### src/rtl/mem_arbiter.sv
// Two-port arbiter (instruction refill / data) in front of a single fixed-latency
// memory. Ties alternate between ports; each transaction runs IDLE -> ACCESS -> DONE.
module mem_arbiter #(
  parameter int unsigned LATENCY = 4
) (
  input  logic             clk,
  input  logic             rstn,
  input  logic             i_req,
  input  logic [31:0]      i_addr,
  output logic             i_ack,
  output logic [3:0][31:0] i_line,
  input  logic             d_req,
  input  logic             d_we,
  input  logic [2:0]       d_funct3,
  input  logic [31:0]      d_addr,
  input  logic [31:0]      d_wdata,
  output logic             d_ack,
  output logic [3:0][31:0] d_line,
  output logic             mem_re,
  output logic             mem_we,
  output logic [2:0]       mem_funct3,
  output logic [31:0]      mem_addr,
  output logic [31:0]      mem_wdata,
  input  logic [3:0][31:0] mem_line,
  output logic             busy
);

  typedef enum logic [1:0] {IDLE, ACCESS, DONE} state_t;
  localparam logic PORT_I = 1'b0;
  localparam logic PORT_D = 1'b1;

  state_t      state_q;
  logic [3:0]  cnt_q;
  logic        i_pend_q, d_pend_q;
  logic        gnt_q, last_grant_q, rd_q;
  logic [31:0] i_addr_q, d_addr_q, d_wdata_q;
  logic        d_we_q;
  logic [2:0]  d_funct3_q;
  logic        gnt_d, rd_d;

  // On a tie the port that was not served last wins.
  always_comb begin
    gnt_d = PORT_I;
    if (i_pend_q && d_pend_q) gnt_d = ~last_grant_q;
    else if (d_pend_q)        gnt_d = PORT_D;
  end

  assign rd_d = (gnt_d == PORT_I) || !d_we_q;
  assign busy = (state_q != IDLE) || i_pend_q || d_pend_q;

  always_ff @(posedge clk or negedge rstn) begin
    if (!rstn) begin
      state_q      <= IDLE;
      cnt_q        <= 4'd0;
      i_pend_q     <= 1'b0;
      d_pend_q     <= 1'b0;
      gnt_q        <= PORT_I;
      last_grant_q <= PORT_D;
      rd_q         <= 1'b0;
      i_addr_q     <= 32'd0;
      d_addr_q     <= 32'd0;
      d_wdata_q    <= 32'd0;
      d_we_q       <= 1'b0;
      d_funct3_q   <= 3'd0;
      i_ack        <= 1'b0;
      d_ack        <= 1'b0;
      i_line       <= '0;
      d_line       <= '0;
      mem_re       <= 1'b0;
      mem_we       <= 1'b0;
      mem_funct3   <= 3'd0;
      mem_addr     <= 32'd0;
      mem_wdata    <= 32'd0;
    end else begin
      i_ack  <= 1'b0;
      d_ack  <= 1'b0;
      mem_we <= 1'b0;

      // A port's pending bit stays set through DONE, so repeats are dropped.
      if (i_req && !i_pend_q) begin
        i_pend_q <= 1'b1;
        i_addr_q <= i_addr;
      end
      if (d_req && !d_pend_q) begin
        d_pend_q   <= 1'b1;
        d_addr_q   <= d_addr;
        d_we_q     <= d_we;
        d_funct3_q <= d_funct3;
        d_wdata_q  <= d_wdata;
      end

      case (state_q)
        IDLE: begin
          if (i_pend_q || d_pend_q) begin
            state_q    <= ACCESS;
            cnt_q      <= 4'(LATENCY - 1);
            gnt_q      <= gnt_d;
            rd_q       <= rd_d;
            mem_re     <= rd_d;
            mem_we     <= !rd_d;
            mem_addr   <= (gnt_d == PORT_D) ? d_addr_q : i_addr_q;
            mem_funct3 <= rd_d ? 3'b010 : d_funct3_q;
            mem_wdata  <= (gnt_d == PORT_D) ? d_wdata_q : 32'd0;
          end
        end
        ACCESS: begin
          if (cnt_q == 4'd0) begin
            state_q    <= DONE;
            mem_re     <= 1'b0;
            mem_funct3 <= 3'd0;
            mem_addr   <= 32'd0;
            mem_wdata  <= 32'd0;
            if (rd_q) begin
              if (gnt_q == PORT_D) d_line <= mem_line;
              else                 i_line <= mem_line;
            end
            if (gnt_q == PORT_D) d_ack <= 1'b1;
            else                 i_ack <= 1'b1;
          end else begin
            cnt_q <= cnt_q - 4'd1;
          end
        end
        DONE: begin
          state_q      <= IDLE;
          last_grant_q <= gnt_q;
          if (gnt_q == PORT_D) d_pend_q <= 1'b0;
          else                 i_pend_q <= 1'b0;
        end
        default: state_q <= IDLE;
      endcase
    end
  end

endmodule

### config.mk
export PLATFORM = sky130hd
export DESIGN_NAME = mem_arbiter
export DESIGN_NICKNAME = d
export VERILOG_FILES = /design/src/rtl/mem_arbiter.sv
export SDC_FILE = /design/constraint.sdc
export NUM_CORES = 1
export LEC_CHECK = 0
export CORE_ASPECT_RATIO = 0.7
export CORE_MARGIN = 2
export CORE_UTILIZATION = 35
export CTS_BUF_LIST = sky130_fd_sc_hd__clkbuf_4 sky130_fd_sc_hd__clkbuf_8 sky130_fd_sc_hd__clkbuf_16
export DETAILED_ROUTE_END_ITERATION = 6
export MAX_ROUTING_LAYER = met4
export PLACE_DENSITY = 0.71
export REMOVE_ABC_BUFFERS = 1
export SYNTH_ARGS = -nofsm -noshare
export SYNTH_HDL_FRONTEND = slang
export SYNTH_SLANG_ARGS = --single-unit
export TNS_END_PERCENT = 10
### constraint.sdc
create_clock -name clk -period 2.38 [get_ports clk]
set_input_delay 0.476 -clock clk [delete_from_list [all_inputs] [get_ports clk]]
set_output_delay 0.476 -clock clk [all_outputs]
set_load 0.03 [all_outputs]
==> impl_metrics.py, run 1 <==
metrics = {
    "drt": {
        "met2_length_um": 26360,
        "met1_length_um": 21810,
        "viasPerCell": 4.934,
        "top_layer": "met4",
        "drtIter0Drc": 632,
        "wl_per_cell_um": 21.94,
        "routed_wirelength_um": 52810,
        "vias": 11875,
        "first_pass_iters": 4,
        "ant_nets": 0,
        "wl_met3_um": 2795,
        "drc": 0,
    },
    "timing": {
        "finalCritPeriodShare": 0.9490,
        "slew_violations": 0,
        "tns_ns": 0,
        "relSlewSlack": 0.6479,
        "clock.fmax_mhz": 442.8,
        "tightest_slew_ns": 0.5281,
        "timing.final.setup_violations": 0,
        "hold_viol_final": 0,
        "skew_ns": 0.01417,
        "grt_setup_unrepaired": "no",
        "fin_crit_ns": 2.259,
    },
    "clock_network": {
        "clkTransAtPathRegs_ns": 0.06,
        "cts_root_buffer": "clkbuf_16",
        "cts.path.max_buffers": 3,
        "cts_setup_buffers": 0,
        "cts_buffers": 45,
        "clk_latency_ns": 0.56,
        "htree_levels": 2,
        "cts_sinks": 438,
        "cts_tree": "done",
    },
    "synthesis": {
        "synthFlopType": "dfrtp_1",
        "yosysMostFrequentCell": "dfrtp_1",
        "synth_area_um2": 17180,
        "synthTopCellsByCount": "437 x dfrtp_1, 387 x mux2_2, 68 x nand3_1, 34 x a221oi_1, 34 x clkbuf_1",
        "ys_warn_count": 0,
        "yosysUniqueCellTypes": 37,
        "syn_area_per_cell_um2": 15.19,
        "synth_edf_count": 0,
        "yosysTopAreaCell": "dfrtp_1",
        "ys_seq_elements": 438,
        "async_flop_share": 1.000,
        "synth_cells": 1131,
        "yosys-top-cells-area": "dfrtp_1 64%, mux2_2 25%, nand3_1 2.0%",
        "post-synth-top-area-fraction": 0.6366,
        "yosysSeqAreaShare": 0.6381,
    },
    "global_route": {
        "grt_pass1_vias": 12612,
        "grt_pass1_wl_um": 78830,
        "grt_use_total": 0.2089,
        "grt-ovfl-total": 0,
        "grt_antenna_before_repair": 4,
        "grt_start_max_net_pins": 100,
    },
    "critical_path": {
        "reg2regPathDepth": 7,
        "reg2reg_to": "d_line[21]$_DFFE_PN0P_",
        "required_ns": 2.82,
        "crit_arrival_ns": 2.70,
        "setup.worst_path.end_class": "flip-flop",
        "path_max_fanout": 26,
        "r2r_slack_ns": 0.12,
        "start_kind": "flip-flop",
        "critPathKind": "flip-flop to flip-flop",
        "startpoint": "cnt_q[0]$_DFFE_PN0P_",
        "reg2reg_from": "cnt_q[0]$_DFFE_PN0P_",
    },
    "placement": {
        "hpwl_um": 37970,
        "gp_congestion": 0.8603,
        "placed_cells": 2319,
        "io_buffers": 559,
    },
    "floorplanning": {
        "dieArea_um2": 50900,
        "rows": 67,
        "coreArea_um2": 48200,
        "die_y_um": 189.4,
        "ios": 560,
        "dieWidth_um": 268.8,
        "start_util": 0.3564,
    },
    "pwr": {
        "ir_worst_vdd_mv": 0.8627,
        "leakagePower_nw": 10.74,
        "p_per_area_nw_per_um2": 1556,
    },
    "final_layout": {
        "final_cells": 2407,
        "layout-drive-gt1-share": 0.3097,
        "syn_to_final_growth_pct": 48.24,
        "final_nets": 1946,
    },
    "worst_hold_path": {
        "hp-class": "input port to async pin",
    },
    "flow_run": {
        "max_cap_violations": 0,
    },
    "run_status": {
        "outcome": "completed",
    },
}
==> metrics by stage <==
stage	total power, mW	instance area (µm²)	worst slack, ns	utilization	hold WS [ns]
finish	39.63	25470	0.1215	0.5283	0.4595
global route	41.49	25460	0.01257	0.5283	0.4689
CTS	40.02	25450	0.1057	0.5280	0.4439
detailed placement	32.32	23860	0.1120	0.4949	0.4672
global placement	31.87	23860	0.1633	0.4949	0.4628
floorplan	23.16	16720	-4.912	-	0.1804
==> area by class of cell <==
| cell class | instances | area (µm²) |
|---|---|---|
| well taps | 655 | 819.5 |
| diodes | 5 | 12.51 |
| clock inverters | 17 | 202.7 |
| clock buffers | 65 | 1386 |
| repair buffers | 618 | 6270 |
| flip-flops and latches | 438 | 10960 |
| multi-input cells | 605 | 5798 |
| inverters | 4 | 15.01 |
| fillers | 4003 | 22740 |
==> worst max-delay path, cell delays in order, from the launching register on <==
cell	delay [ns]
dfrtp_1	0.40
inv_1	0.09
ha_1	0.17
or3b_1	0.41
nor3_4	0.30
buf_12	0.21
buf_12	0.20
mux2_2	0.36
==> cell families after synthesis <==
kind of cell,synth area share
AO/OA/AOI/OAI,0.03591
adder cells (fa/ha/maj),0.001456
buffers and inverters,0.02782
flip-flops,0.6381
multiplexers,0.2554
AND/OR/NAND/NOR,0.04130
==> state kept, by name, indices dropped and copies added (netlist names), 2 cells and up <==
register,flops
state_q,2
i_line,128
cnt_q,4
d_addr_q,32
i_addr_q,32
mem_addr,32
mem_funct3,3
d_wdata_q,32
mem_wdata,32
d_line,128
d_funct3_q,3
==> power by group <==
part	total [mW]	internal, mW	leakage, nW	switching [mW]
Combinational	19.0	8.60	4.64	10.4
Clock	7.51	4.49	0.786	3.02
Sequential	13.1	11.1	5.31	2.03
==> timing repair <==
action,in CTS,in global routing
resized for setup,1,0
hold buffers,1,0
setup endpoints to repair,1,0
endpoints found under the hold margin,40,0
==> worst max path at each step <==
stage / slack [ns] / endpoint
global placement: 0.16 / d_line[78]$_DFFE_PN0P_
global route: 0.01 / d_line[33]$_DFFE_PN0P_
finish: 0.12 / d_line[21]$_DFFE_PN0P_
detailed placement: 0.11 / d_line[21]$_DFFE_PN0P_
CTS: 0.11 / d_line[21]$_DFFE_PN0P_
floorplan: -4.91 / i_line[0]$_DFFE_PN0P_
==> metal layers <==
metal | global-route usage | vias to the layer above
met5 | - | -
met1 | 0.2618 | 6136
li1 | - | 5280
met2 | 0.3360 | 346
met4 | 0.08205 | 0
met3 | 0.03837 | 113
==> cell usage in the layout, fill, tap and decap left out, types with 2 or more instances in the layout <==
master,netlist,layout
a31oi_1,32,32
nor3_1,3,3
ha_1,2,2
inv_1,4,4
clkbuf_16,0,47
mux2_2,387,387
clkbuf_4,0,6
clkinvlp_4,0,4
nand3_1,68,68
or2_2,2,2
mux2i_1,3,3
buf_4,4,40
clkbuf_8,0,12
a221oi_1,34,34
and3_1,33,33
o21ai_0,7,7
o22ai_1,3,2
nand2_1,5,5
buf_12,0,18
diode_2,0,5
clkinv_2,0,7
bufinv_16,0,4
nor2b_4,0,2
nor2_1,5,4
clkdlybuf4s50_1,0,557
a21oi_1,3,3
dfrtp_1,437,437
Power figures use the tool's default switching activity.
==> inputs of run 2 (changes only) <==
Settings changed: CTS_CLUSTER_SIZE set to 10, SLEW_MARGIN set to 20.
==> impl_metrics.py, run 2 (synthesis results as in run 1) <==
metrics = {
    "run_status": {
        "outcome": "completed",
    },
    "critical_path": {
        "crit_arrival_ns": 2.66,
        "setup.worst_path.end_class": "flip-flop",
        "required_ns": 2.82,
        "path_max_fanout": 26,
        "crit_family": "simple AND/OR/NAND/NOR gates",
        "start_kind": "flip-flop",
        "critPathKind": "flip-flop to flip-flop",
        "cp_cell_sequence": "inv_1 -> ha_1 -> or3b_1 -> nor3_4 -> buf_12 -> buf_12 -> mux2_2",
        "critical-path-max-stage-delay_ns": 0.41,
        "critPathBufInv": 3,
        "worst_path_max_delay_cell": "or3b_1",
        "cpMostUsedCell": "buf_12",
    },
    "clock_network": {
        "cts_tree": "done",
        "htree_levels": 2,
        "cts_root_buffer": "clkbuf_16",
        "cts_sinks": 438,
        "cts_setup_buffers": 0,
        "cts_buffers": 50,
        "clk_latency_ns": 0.56,
        "clkTransAtPathRegs_ns": 0.06,
        "cts.path.max_buffers": 3,
    },
    "final_layout": {
        "final_nets": 1951,
        "final_common_cell": "clkdlybuf4s50_1",
        "layout_common_cells": "557 x clkdlybuf4s50_1, 437 x dfrtp_1, 387 x mux2_2, 68 x nand3_1, 53 x clkbuf_16",
        "nFillCells": 4032,
        "syn_to_final_growth_pct": 47.44,
        "fin_util": 0.5255,
        "layout-drive-gt1-share": 0.3037,
        "top_regs": "d_line: 128 flops, i_line: 128 flops",
    },
    "pwr": {
        "leakagePower_nw": 10.67,
        "ir_worst_vdd_mv": 0.8223,
        "p_per_area_nw_per_um2": 1550,
    },
    "floorplanning": {
        "rows": 67,
        "dieWidth_um": 268.8,
        "ios": 560,
        "dieArea_um2": 50900,
        "coreArea_um2": 48200,
        "start_util": 0.3564,
        "die_y_um": 189.4,
    },
    "worst_hold_path": {
        "hp-class": "input port to async pin",
    },
    "placement": {
        "io_buffers": 559,
        "gp_congestion": 0.8603,
        "hpwl_um": 37970,
    },
    "global_route": {
        "grt_antenna_before_repair": 3,
        "grt_pass1_vias": 12651,
        "grt_start_max_net_pins": 100,
        "grt-ovfl-total": 0,
        "grt_use_total": 0.2095,
        "grt_pass1_wl_um": 79090,
    },
    "drt": {
        "drc": 0,
        "routed_wirelength_um": 52810,
        "wl_per_cell_um": 22.09,
        "vias": 11819,
        "viasPerCell": 4.943,
        "first_pass_iters": 5,
        "drtIter0Drc": 557,
        "ant_nets": 0,
    },
    "timing": {
        "fin_crit_ns": 2.217,
        "timing.final.setup_violations": 0,
        "tightest_slew_ns": 0.5364,
        "hold_viol_final": 0,
        "grt_setup_unrepaired": "no",
        "relSlewSlack": 0.6424,
        "skew_ns": 0.01027,
        "tns_ns": 0,
        "slew_violations": 0,
        "clock.fmax_mhz": 451.1,
        "finalCritPeriodShare": 0.9315,
    },
    "flow_run": {
        "max_cap_violations": 0,
    },
}
## run 2: final timing paths
kind,start,to,slack [ns],depth (start not counted)
setup / recovery,cnt_q[0]$_DFFE_PN0P_,d_line[98]$_DFFE_PN0P_,0.16,7
hold / removal,rstn,i_line[103]$_DFFE_PN0P_,0.46,2
setup reg to reg,cnt_q[0]$_DFFE_PN0P_,d_line[98]$_DFFE_PN0P_,0.16,7
hold reg to reg,last_grant_q$_DFFE_PN1N_,last_grant_q$_DFFE_PN1N_,0.49,2
max in group asynchronous,rstn,d_line[4]$_DFFE_PN0P_,1.06,4
min in group clk,last_grant_q$_DFFE_PN1N_,last_grant_q$_DFFE_PN1N_,0.49,2
## run 2: layout make-up
class / count / area [µm²] / share of cell area
repair buffers: 618 / 6270 / 0.2475
diodes: 4 / 10.01 / 0.0003952
clock buffers: 65 / 1416 / 0.05592
inverters: 4 / 15.01 / 0.0005928
flip-flops and latches: 438 / 10960 / 0.4328
clock inverters: 2 / 37.54 / 0.001482
well taps: 655 / 819.5 / 0.03236
multi-input cells: 605 / 5798 / 0.2289
## run 2: per-stage QoR
stage	setup slack (ns)	hold slack, ns	area [µm²]	std cells	power, mW
finish	0.1630	0.4607	25330	2391	39.25
global route	0.04572	0.4724	25330	2390	41.10
CTS	0.09811	0.4498	25320	2387	39.64
detailed placement	0.1120	0.4672	23860	2319	32.32
global placement	0.1633	0.4628	23860	2319	31.87
floorplan	-4.912	0.1804	16720	1047	23.16
## run 2: repair_timing
action,CTS,global route
setup endpoints to repair,1,11
resized for setup,1,0
hold endpoints to repair,40,0
cloned,0,0
hold buffers,1,0
pin swaps,0,1
## run 2: per-layer routing
| layer | global-route usage | part of all wire | vias to the layer above |
|---|---|---|---|
| met4 | 0.07735 | 0.032 | 0 |
| met1 | 0.2635 | 0.42 | 6098 |
| met5 | - | 0 | - |
| li1 | - | - | 5279 |
| met2 | 0.3367 | 0.50 | 327 |
| met3 | 0.04045 | 0.050 | 115 |
## run 2: report_power, final
group          leakage, nW  switching [mW]  internal (mW)
clock network        0.723            2.91           4.20
registers             5.31            2.02           11.1
logic                 4.64            10.4           8.60
==> inputs of run 3 (changes only) <==
Settings changed: PLACE_DENSITY 0.71 to 0.73, REMOVE_ABC_BUFFERS 1 to not set.
Clock period 2.38 ns to 2 ns, I/O delays scaled along.
==> impl_metrics.py, run 3 (synthesis results as in run 1) <==
metrics = {
    "placement": {
        "gp_congestion": 0.8872,
        "place_area_um2": 23950,
        "io_buffers": 559,
        "hpwl_um": 38490,
    },
    "timing": {
        "hold_viol_final": 0,
        "finalCritPeriodShare": 1.071,
        "relSlewSlack": 0.4899,
        "hold_slack_ns": 0.3643,
        "slew_violations": 0,
        "grt_setup_unrepaired": "yes",
        "fin_ws_ns": -0.1428,
        "clock.fmax_mhz": 466.7,
        "timing.final.setup_violations": 156,
        "tightest_slew_ns": 0.7652,
        "fin_crit_ns": 2.143,
        "skew_ns": 0.01119,
        "tns_ns": -12.34,
    },
    "clock_network": {
        "clkTransAtPathRegs_ns": 0.06,
        "cts.path.max_buffers": 3,
        "clk_latency_ns": 0.55,
        "cts_sinks": 438,
        "htree_levels": 2,
        "cts_root_buffer": "clkbuf_16",
        "cts_buffers": 49,
        "cts_tree": "done",
    },
    "drt": {
        "viasPerCell": 4.996,
        "drc": 0,
        "ant_nets": 0,
        "first_pass_iters": 5,
        "routed_wirelength_um": 53890,
        "drtIter0Drc": 626,
        "wl_per_cell_um": 22.49,
        "vias": 11971,
    },
    "critical_path": {
        "crit_arrival_ns": 2.57,
        "critPathKind": "flip-flop to flip-flop",
        "reg2reg_from": "cnt_q[0]$_DFFE_PN0P_",
        "reg2reg_to": "d_line[3]$_DFFE_PN0P_",
        "setup.worst_path.end_class": "flip-flop",
        "start_kind": "flip-flop",
        "r2r_slack_ns": -0.14,
        "required_ns": 2.42,
        "reg2regPathDepth": 8,
        "path_max_fanout": 10,
    },
    "global_route": {
        "grt_pass1_wl_um": 81400,
        "grt_pass1_vias": 12725,
        "grt_start_max_net_pins": 62,
        "grt_use_total": 0.2148,
        "grt-ovfl-total": 0,
        "grt_antenna_before_repair": 11,
    },
    "final_layout": {
        "fin_util": 0.5317,
        "syn_to_final_growth_pct": 49.18,
        "nFillCells": 4010,
        "layout-drive-gt1-share": 0.3103,
        "final_nets": 1960,
        "top_regs": "d_line: 128 flops, i_line: 128 flops",
        "final_cell_area_um2": 25630,
        "layout_common_cells": "435 x dfrtp_1, 331 x mux2_2, 270 x dlygate4sd2_1, 231 x clkdlybuf4s50_1, 68 x nand3_1",
        "final_common_cell": "dfrtp_1",
    },
    "run_status": {
        "outcome": "finished, violations left",
        "violations": "setup timing",
    },
    "floorplanning": {
        "dieWidth_um": 268.8,
        "die_y_um": 189.4,
        "ios": 560,
        "dieArea_um2": 50900,
        "coreArea_um2": 48200,
        "start_util": 0.3564,
        "rows": 67,
    },
    "flow_run": {
        "max_cap_violations": 0,
    },
    "pwr": {
        "p_per_area_nw_per_um2": 1759,
        "p_total_mw": 45.07,
        "ir_worst_vdd_mv": 0.9847,
        "leakagePower_nw": 12.15,
    },
    "synthesis": {
        "syn_nets": 1365,
    },
    "worst_hold_path": {
        "hp-class": "input port to async pin",
    },
}
==> run 3: changes by cell type in the layout (fill, tap and decap cells not counted), sizes merged, moves of 4 or more <==
cell / delta
dlymetal6s2s: +56
dlygate4sd2: +269
buf: +10
clkdlybuf4s50: -326
clkbuf: -4
==> run 3: repair_timing <==
action,in CTS,in global routing
resized for setup,309,90
hold endpoints to repair,41,0
gates cloned,4,0
setup buffers,8,2
pin swaps,0,0
setup endpoints to repair,454,243
hold buffers,1,0
==> run 3: final cells by class <==
| cell class | count | area [µm²] | area share |
|---|---|---|---|
| Multi-Input combinational cell | 605 | 6041 | 0.2357 |
| Antenna cell | 4 | 10.01 | 0.0003906 |
| Tap cell | 655 | 819.5 | 0.03198 |
| Timing Repair Buffer | 628 | 6411 | 0.2502 |
| Sequential cell | 438 | 10960 | 0.4278 |
| Clock buffer | 61 | 1358 | 0.05297 |
| Clock inverter | 1 | 8.758 | 0.0003418 |
| Inverter | 4 | 15.01 | 0.0005859 |
==> run 3: per-layer routing <==
metal | GRT usage | share of wire
met5 | - | 0
met1 | 0.2633 | 0.41
met4 | 0.05171 | 0.021
met2 | 0.3508 | 0.49
met3 | 0.06139 | 0.080
==> run 3: through the flow <==
step	worst slack (ns)	instances
2_1_floorplan	-0.03214	1131
3_3_place_gp	-0.1128	2315
3_5_place_dp	-0.1587	2315
4_1_cts	-0.1328	2390
5_1_grt	-0.2069	2396
6_report	-0.1428	2396
==> run 3: worst max-delay path, cell delays in order, from the launching register on <==
cell and delay (ns):
dfrtp_1 0.40, inv_2 0.10, ha_4 0.13, or3b_4 0.39, nor3_4 0.15, buf_12 0.20, buf_4 0.15, buf_16 0.13
mux2_2 0.34
==> run 3: worst max path at each step <==
stage                                endpoint            startpoint
CTS                    d_line[46]$_DFFE_PN0P_  cnt_q[0]$_DFFE_PN0P_
finish                  d_line[3]$_DFFE_PN0P_  cnt_q[0]$_DFFE_PN0P_
detailed placement      d_line[1]$_DFFE_PN0P_  cnt_q[1]$_DFFE_PN0P_
global placement        d_line[7]$_DFFE_PN0P_  cnt_q[0]$_DFFE_PN0P_
floorplan           mem_wdata[10]$_DFFE_PN0P_  cnt_q[0]$_DFFE_PN0P_
global route            d_line[3]$_DFFE_PN0P_  cnt_q[0]$_DFFE_PN0P_
==> run 3: where the power goes <==
group	switching [mW]	total (mW)	internal (mW)
logic	12.6	21.5	8.91
registers	2.38	15.6	13.2
clock network	3.33	8.01	4.68
total	18.3	45.1	26.8
==> RTL change 1, RTL diff (flow settings as in run 3) <==
Make the reset (`rstn`) synchronous in one clocked block.
--- a/src/rtl/mem_arbiter.sv
+++ b/src/rtl/mem_arbiter.sv
@@ -48,7 +48,7 @@
   assign rd_d = (gnt_d == PORT_I) || !d_we_q;
   assign busy = (state_q != IDLE) || i_pend_q || d_pend_q;
 
-  always_ff @(posedge clk or negedge rstn) begin
+  always_ff @(posedge clk) begin
     if (!rstn) begin
       state_q      <= IDLE;
       cnt_q        <= 4'd0;
Function: not settled (the Yosys comparison gave no result); the edit may change what the design does.
==> RTL change 1 against run 3 <==
- the flow still finishes with violations (setup timing)
- routed wire length is 0.88% higher
- global-route usage fell by 0.19 points
- via count rose by 23%
- final cell count up 25%
- setup slack improved by 0.058 ns
- synthesized area decreased by 5.1%
- design area decreased by 5.1%
- sequential share of layout area fell by 6.7 points
- sequential cell count is the same
- critical endpoint is now i_line[10]
Power is not compared: it rests on default switching activity, and its combinational part moved more than twofold at a synthesized area within 25%.
==> RTL change 1: results (changes against run 3) <==
pin count of the biggest net entering global routing 160 (was 62); via/cell ratio 4.92 (was 5.00); Syn Inst Count 1,856 (was 1,131); initial antenna violation count 0 (was 11); slowest library cell on the worst path nor4b_4 (was dfrtp_1); Seq/Total Area, Yosys 0.538 (was 0.638); post-placement cell count 2,928 (was 2,315); most common library cells after synthesis 725 x nand2_1, 438 x dfxtp_1, 257 x a21boi_0, 102 x clkbuf_1, 89 x a21boi_1 (was 437 x dfrtp_1, 387 x mux2_2, 68 x nand3_1, 34 x a221oi_1, 34 x clkbuf_1); setup TNS -2.53 ns (was -12.34 ns); hpwl dp 36,500 um (was 38,500 um); layout cells sized above 1 0.0807 (was 0.310); CTS buffer count 50 (was 49); Ant. Diodes 0 (was 4); arrival time at the worst endpoint 2.56 ns (was 2.57 ns); run status complete, but fails checks (unchanged); DP Worst Slack -0.0397 ns (was -0.159 ns); Worst Slack Setup Final -0.0848 ns (was -0.143 ns); Slew @ Worst Pin 0.570 ns (was 0.765 ns); syn_nets 2,089 (was 1,365); Final Cycle Share 1.04 (was 1.07); ys async rst share 0 (was 1.00); final number of setup-violating endpoints 81 (was 156); violations in the final reports setup timing (unchanged); via count 14,800 (was 12,000); Unique masters post-synth 40 (was 37); CP delay by family, top simple AND/OR/NAND/NOR gates (was buffers and inverters); HP Class input port to register (was input port to asynchronous set/reset pin)
==> RTL change 1: changes by cell type after synthesis, moves of 34 or more <==
cell             run 3  this run
nand2_1              5       725
dfxtp_1              0       438
dfrtp_1            437         0
mux2_2             387         0
a21boi_0             1       257
a21boi_1             0        89
clkbuf_1            34       102
nand3_1             68         4
a221oi_1            34         0
==> RTL change 1: power breakdown <==
part	switching [mW]	internal (mW)	total, mW
logic	1.32	1.11	2.44
clock network	3.40	4.49	7.88
registers	0.158	9.01	9.17
==> RTL change 1: logic make-up after synthesis <==
kind of cell / after synthesis / share of synthesized area
DFF: 438 / 0.538
and+or+nand+nor: 796 / 0.195
adders and majority gates: 1 / 0.000768
muxes: 34 / 0.0209
AOI/OAI and AO/OA: 437 / 0.201
buffers and inverters: 150 / 0.0438
==> RTL change 1: stage by stage <==
stage          area (um2)  total power [mW]   util
4_1_cts             23700              19.6  0.513
2_1_floorplan       16300              10.5      -
3_3_place_gp        22700              11.7  0.492
3_5_place_dp        22700              11.7  0.492
5_1_grt             24300              20.3  0.527
6_report            24300              19.5  0.527
==> RTL change 1: layout make-up <==
| class | instances | area [um2] |
|---|---|---|
| Inverter | 3 | 11.3 |
| Tap cell | 612 | 766 |
| Multi-Input combinational cell | 1268 | 7040 |
| Timing Repair Buffer | 623 | 6400 |
| Fill cell | 4177 | 21800 |
| Clock inverter | 5 | 46.3 |
| Sequential cell | 438 | 8770 |
| Clock buffer | 54 | 1280 |
==> RTL change 1: worst paths after layout <==
| check | cells after the start | from | slack, ns | to |
|---|---|---|---|---|
| worst max-delay path | 8 | cnt_q[1] | -0.08 | i_line[10] |
| worst min-delay path | 2 | rstn | 0.13 | last_grant_q |
| worst max register to register | 8 | cnt_q[1] | -0.08 | i_line[10] |
| worst min register to register | 2 | i_line[89] | 0.45 | i_line[89] |
==> RTL change 1: worst reg2reg max path: stages, from the launching register on <==
cell and delay, ns:
dfxtp_2 0.32, inv_2 0.07, ha_4 0.14, or3b_4 0.39
nor4b_4 0.40, buf_6 0.24, clkbuf_16 0.18, nand2_1 0.08
a21boi_1 0.17
==> RTL change 1: what timing repair did <==
item                       4_1_cts  5_1_grt
buffers inserted                 0        9
pin swaps                       14      109
hold buffers                     0        0
gates resized for setup        274      133
setup endpoints to repair      328      313
gates cloned                     0        7
==> RTL change 1: layer usage <==
metal  share of wire  GRT usage
met5               0          -
met4           0.041     0.0829
met3           0.062     0.0463
met2            0.47      0.342
met1            0.42      0.261
==> RTL change 2, RTL diff (config.mk and constraints of run 3) <==
Made on the original files. The 3 states of `state_t` get a one-hot encoding in 3 bits.
--- a/src/rtl/mem_arbiter.sv
+++ b/src/rtl/mem_arbiter.sv
@@ -25,7 +25,7 @@
   output logic             busy
 );
 
-  typedef enum logic [1:0] {IDLE, ACCESS, DONE} state_t;
+  typedef enum logic [2:0] {IDLE = 3'b001, ACCESS = 3'b010, DONE = 3'b100} state_t;
   localparam logic PORT_I = 1'b0;
   localparam logic PORT_D = 1'b1;
 
Function: no difference found for any inputs over 4 cycles, from zero or initial values and one cycle with rstn low; so few cycles prove little.
==> RTL change 2 against run 3 <==
- the run still ends with setup timing left
- power fell by 12%
- via count fell by 8.3%
- design area fell by 2.5%
- maximum frequency rose by 0.40%
- synthesized cell count fell by 11%
- synthesized area fell by 3.2%
- clock skew rose by 0.012 ns
- sequential power fell by 7%
- routed wire length fell by 10%
- sequential cell count rose by 1
- final cell count fell by 5.8%
- setup slack improved by 0.0086 ns
- largest cell class unchanged
- combinational power fell by 20%
==> RTL change 2: results (changes against run 3) <==
run status complete, but fails checks (unchanged); violations in the final reports setup timing (unchanged); initial antenna violation count 1 (was 11); Unique masters post-synth 39 (was 37); hpwl dp 33,800 um (was 38,500 um); leakage power 12.2 nW (about the same); final number of setup-violating endpoints 129 (was 156); wire length on met2 24,000 um (was 26,500 um); dominant cells by area after synthesis dfrtp_1 66%, mux2_2 24%, mux2i_1 1.9%, a22o_1 1.8%, o2bb2ai_1 1.7% (was dfrtp_1 64%, mux2_2 25%, nand3_1 2.0%, a221oi_1 1.7%, and3_1 1.2%); most common library cells after synthesis 437 x dfrtp_1, 356 x mux2_2, 35 x a22o_1, 32 x mux2i_1, 32 x o2bb2ai_1 (was 437 x dfrtp_1, 387 x mux2_2, 68 x nand3_1, 34 x a221oi_1, 34 x clkbuf_1); met3 wire len 2690 um (was 4330 um); via/cell ratio 4.86 (was 5.00); CTS buffer count 50 (was 49); drt first-iter violations 548 (was 626); syn_nets 1,243 (was 1,365); Worst Slack Setup Final -0.134 ns (was -0.143 ns); Max IR drop VDD 0.000837 V (was 0.000985 V); via count 11,000 (was 12,000); Mean Syn Cell Area 16.5 um2 (was 15.2 um2); Slew @ Worst Pin 0.513 ns (was 0.765 ns); first-pass GRT wire length 74,700 um (was 81,400 um); Placer Congestion 0.818 (was 0.887); pin count of the biggest net entering global routing 73 (was 62); Pre-antenna DRT Iters 4 (was 5); vias in the first global route 12,200 (was 12,700); layout cells sized above 1 0.310 (about the same); Metal-1 WL 20,300 um (was 21,900 um)
==> RTL change 2: where the power goes <==
| part | internal [mW] | leakage [nW] | switching (mW) |
|---|---|---|---|
| registers | 12.5 | 5.50 | 1.97 |
| logic | 6.94 | 6.03 | 10.2 |
| clock network | 4.52 | 0.658 | 3.40 |
==> RTL change 2: through the flow <==
stage               utilization  worst slack [ns]  hold WS, ns  TNS [ns]  cell area (um2)
CTS                       0.533            -0.156        0.335    -10.78            24900
floorplan                     -            0.0196        0.104         0            16600
finish                    0.536            -0.134        0.358    -11.88            25000
global route              0.536            -0.254        0.353    -25.68            25000
detailed placement        0.501            -0.158        0.357    -25.57            23400
global placement          0.501            -0.130        0.354    -20.04            23400
==> RTL change 2: final cells by class <==
type                       instances  area, um2  area share
antenna                            1       2.50    0.000100
clock inverter                     4       41.3     0.00165
clock buffer                      55       1290      0.0518
timing repair buffer             637       6350       0.254
sequential                       439      11000       0.440
multi-input combinational        506       5540       0.222
tap                              612        766      0.0306
inverter                           4       15.0    0.000601
==> RTL change 2: final timing paths <==
check                            start             to  slack (ns)  depth (start not counted)
max                           cnt_q[1]    d_line[126]       -0.13                          8
min                               rstn  d_wdata_q[27]        0.36                          2
max reg2reg                   cnt_q[1]    d_line[126]       -0.13                          8
min reg2reg                mem_addr[3]    mem_addr[3]        0.48                          1
max in group asynchronous         rstn     d_line[92]        0.90                          4
min in group clk           d_funct3[1]  d_funct3_q[1]        0.40                          3
==> RTL change 2: cells by family (layout without fill, tap and decap cells) <==
kind of cell               count (synthesis)  in the layout  synth area share
DFF                                      439            439             0.661
AOI/OAI and AO/OA                         82             82            0.0417
other                                      0              1                 0
adders and majority gates                  2              2           0.00150
muxes                                    388            388             0.260
xor gates and xnor gates                   1              1          0.000527
and+or+nand+nor                           33             33            0.0124
buffers and inverters                     64            700            0.0231
==> RTL change 2: critical path: stages (launching register included) <==
cell,delay (ns)
dfrtp_1,0.39
inv_2,0.09
ha_4,0.13
or3b_4,0.39
nor3_4,0.19
buf_12,0.17
buf_12,0.15
buf_16,0.15
mux2_2,0.34
==> RTL change 2: layer usage <==
layer | up-vias | global-route usage
met3 | 91 | 0.0392
met4 | 0 | 0.0575
met1 | 5697 | 0.250
met5 | - | -
met2 | 331 | 0.332
li1 | 4856 | -
==> RTL change 2: timing repair <==
action,4_1_cts,5_1_grt
hold buffers,1,0
endpoints found under the hold margin,27,0
pin swaps,3,0
gates resized for setup,390,17
endpoints found under the setup margin,555,244
gates cloned,5,3
setup buffers,13,1
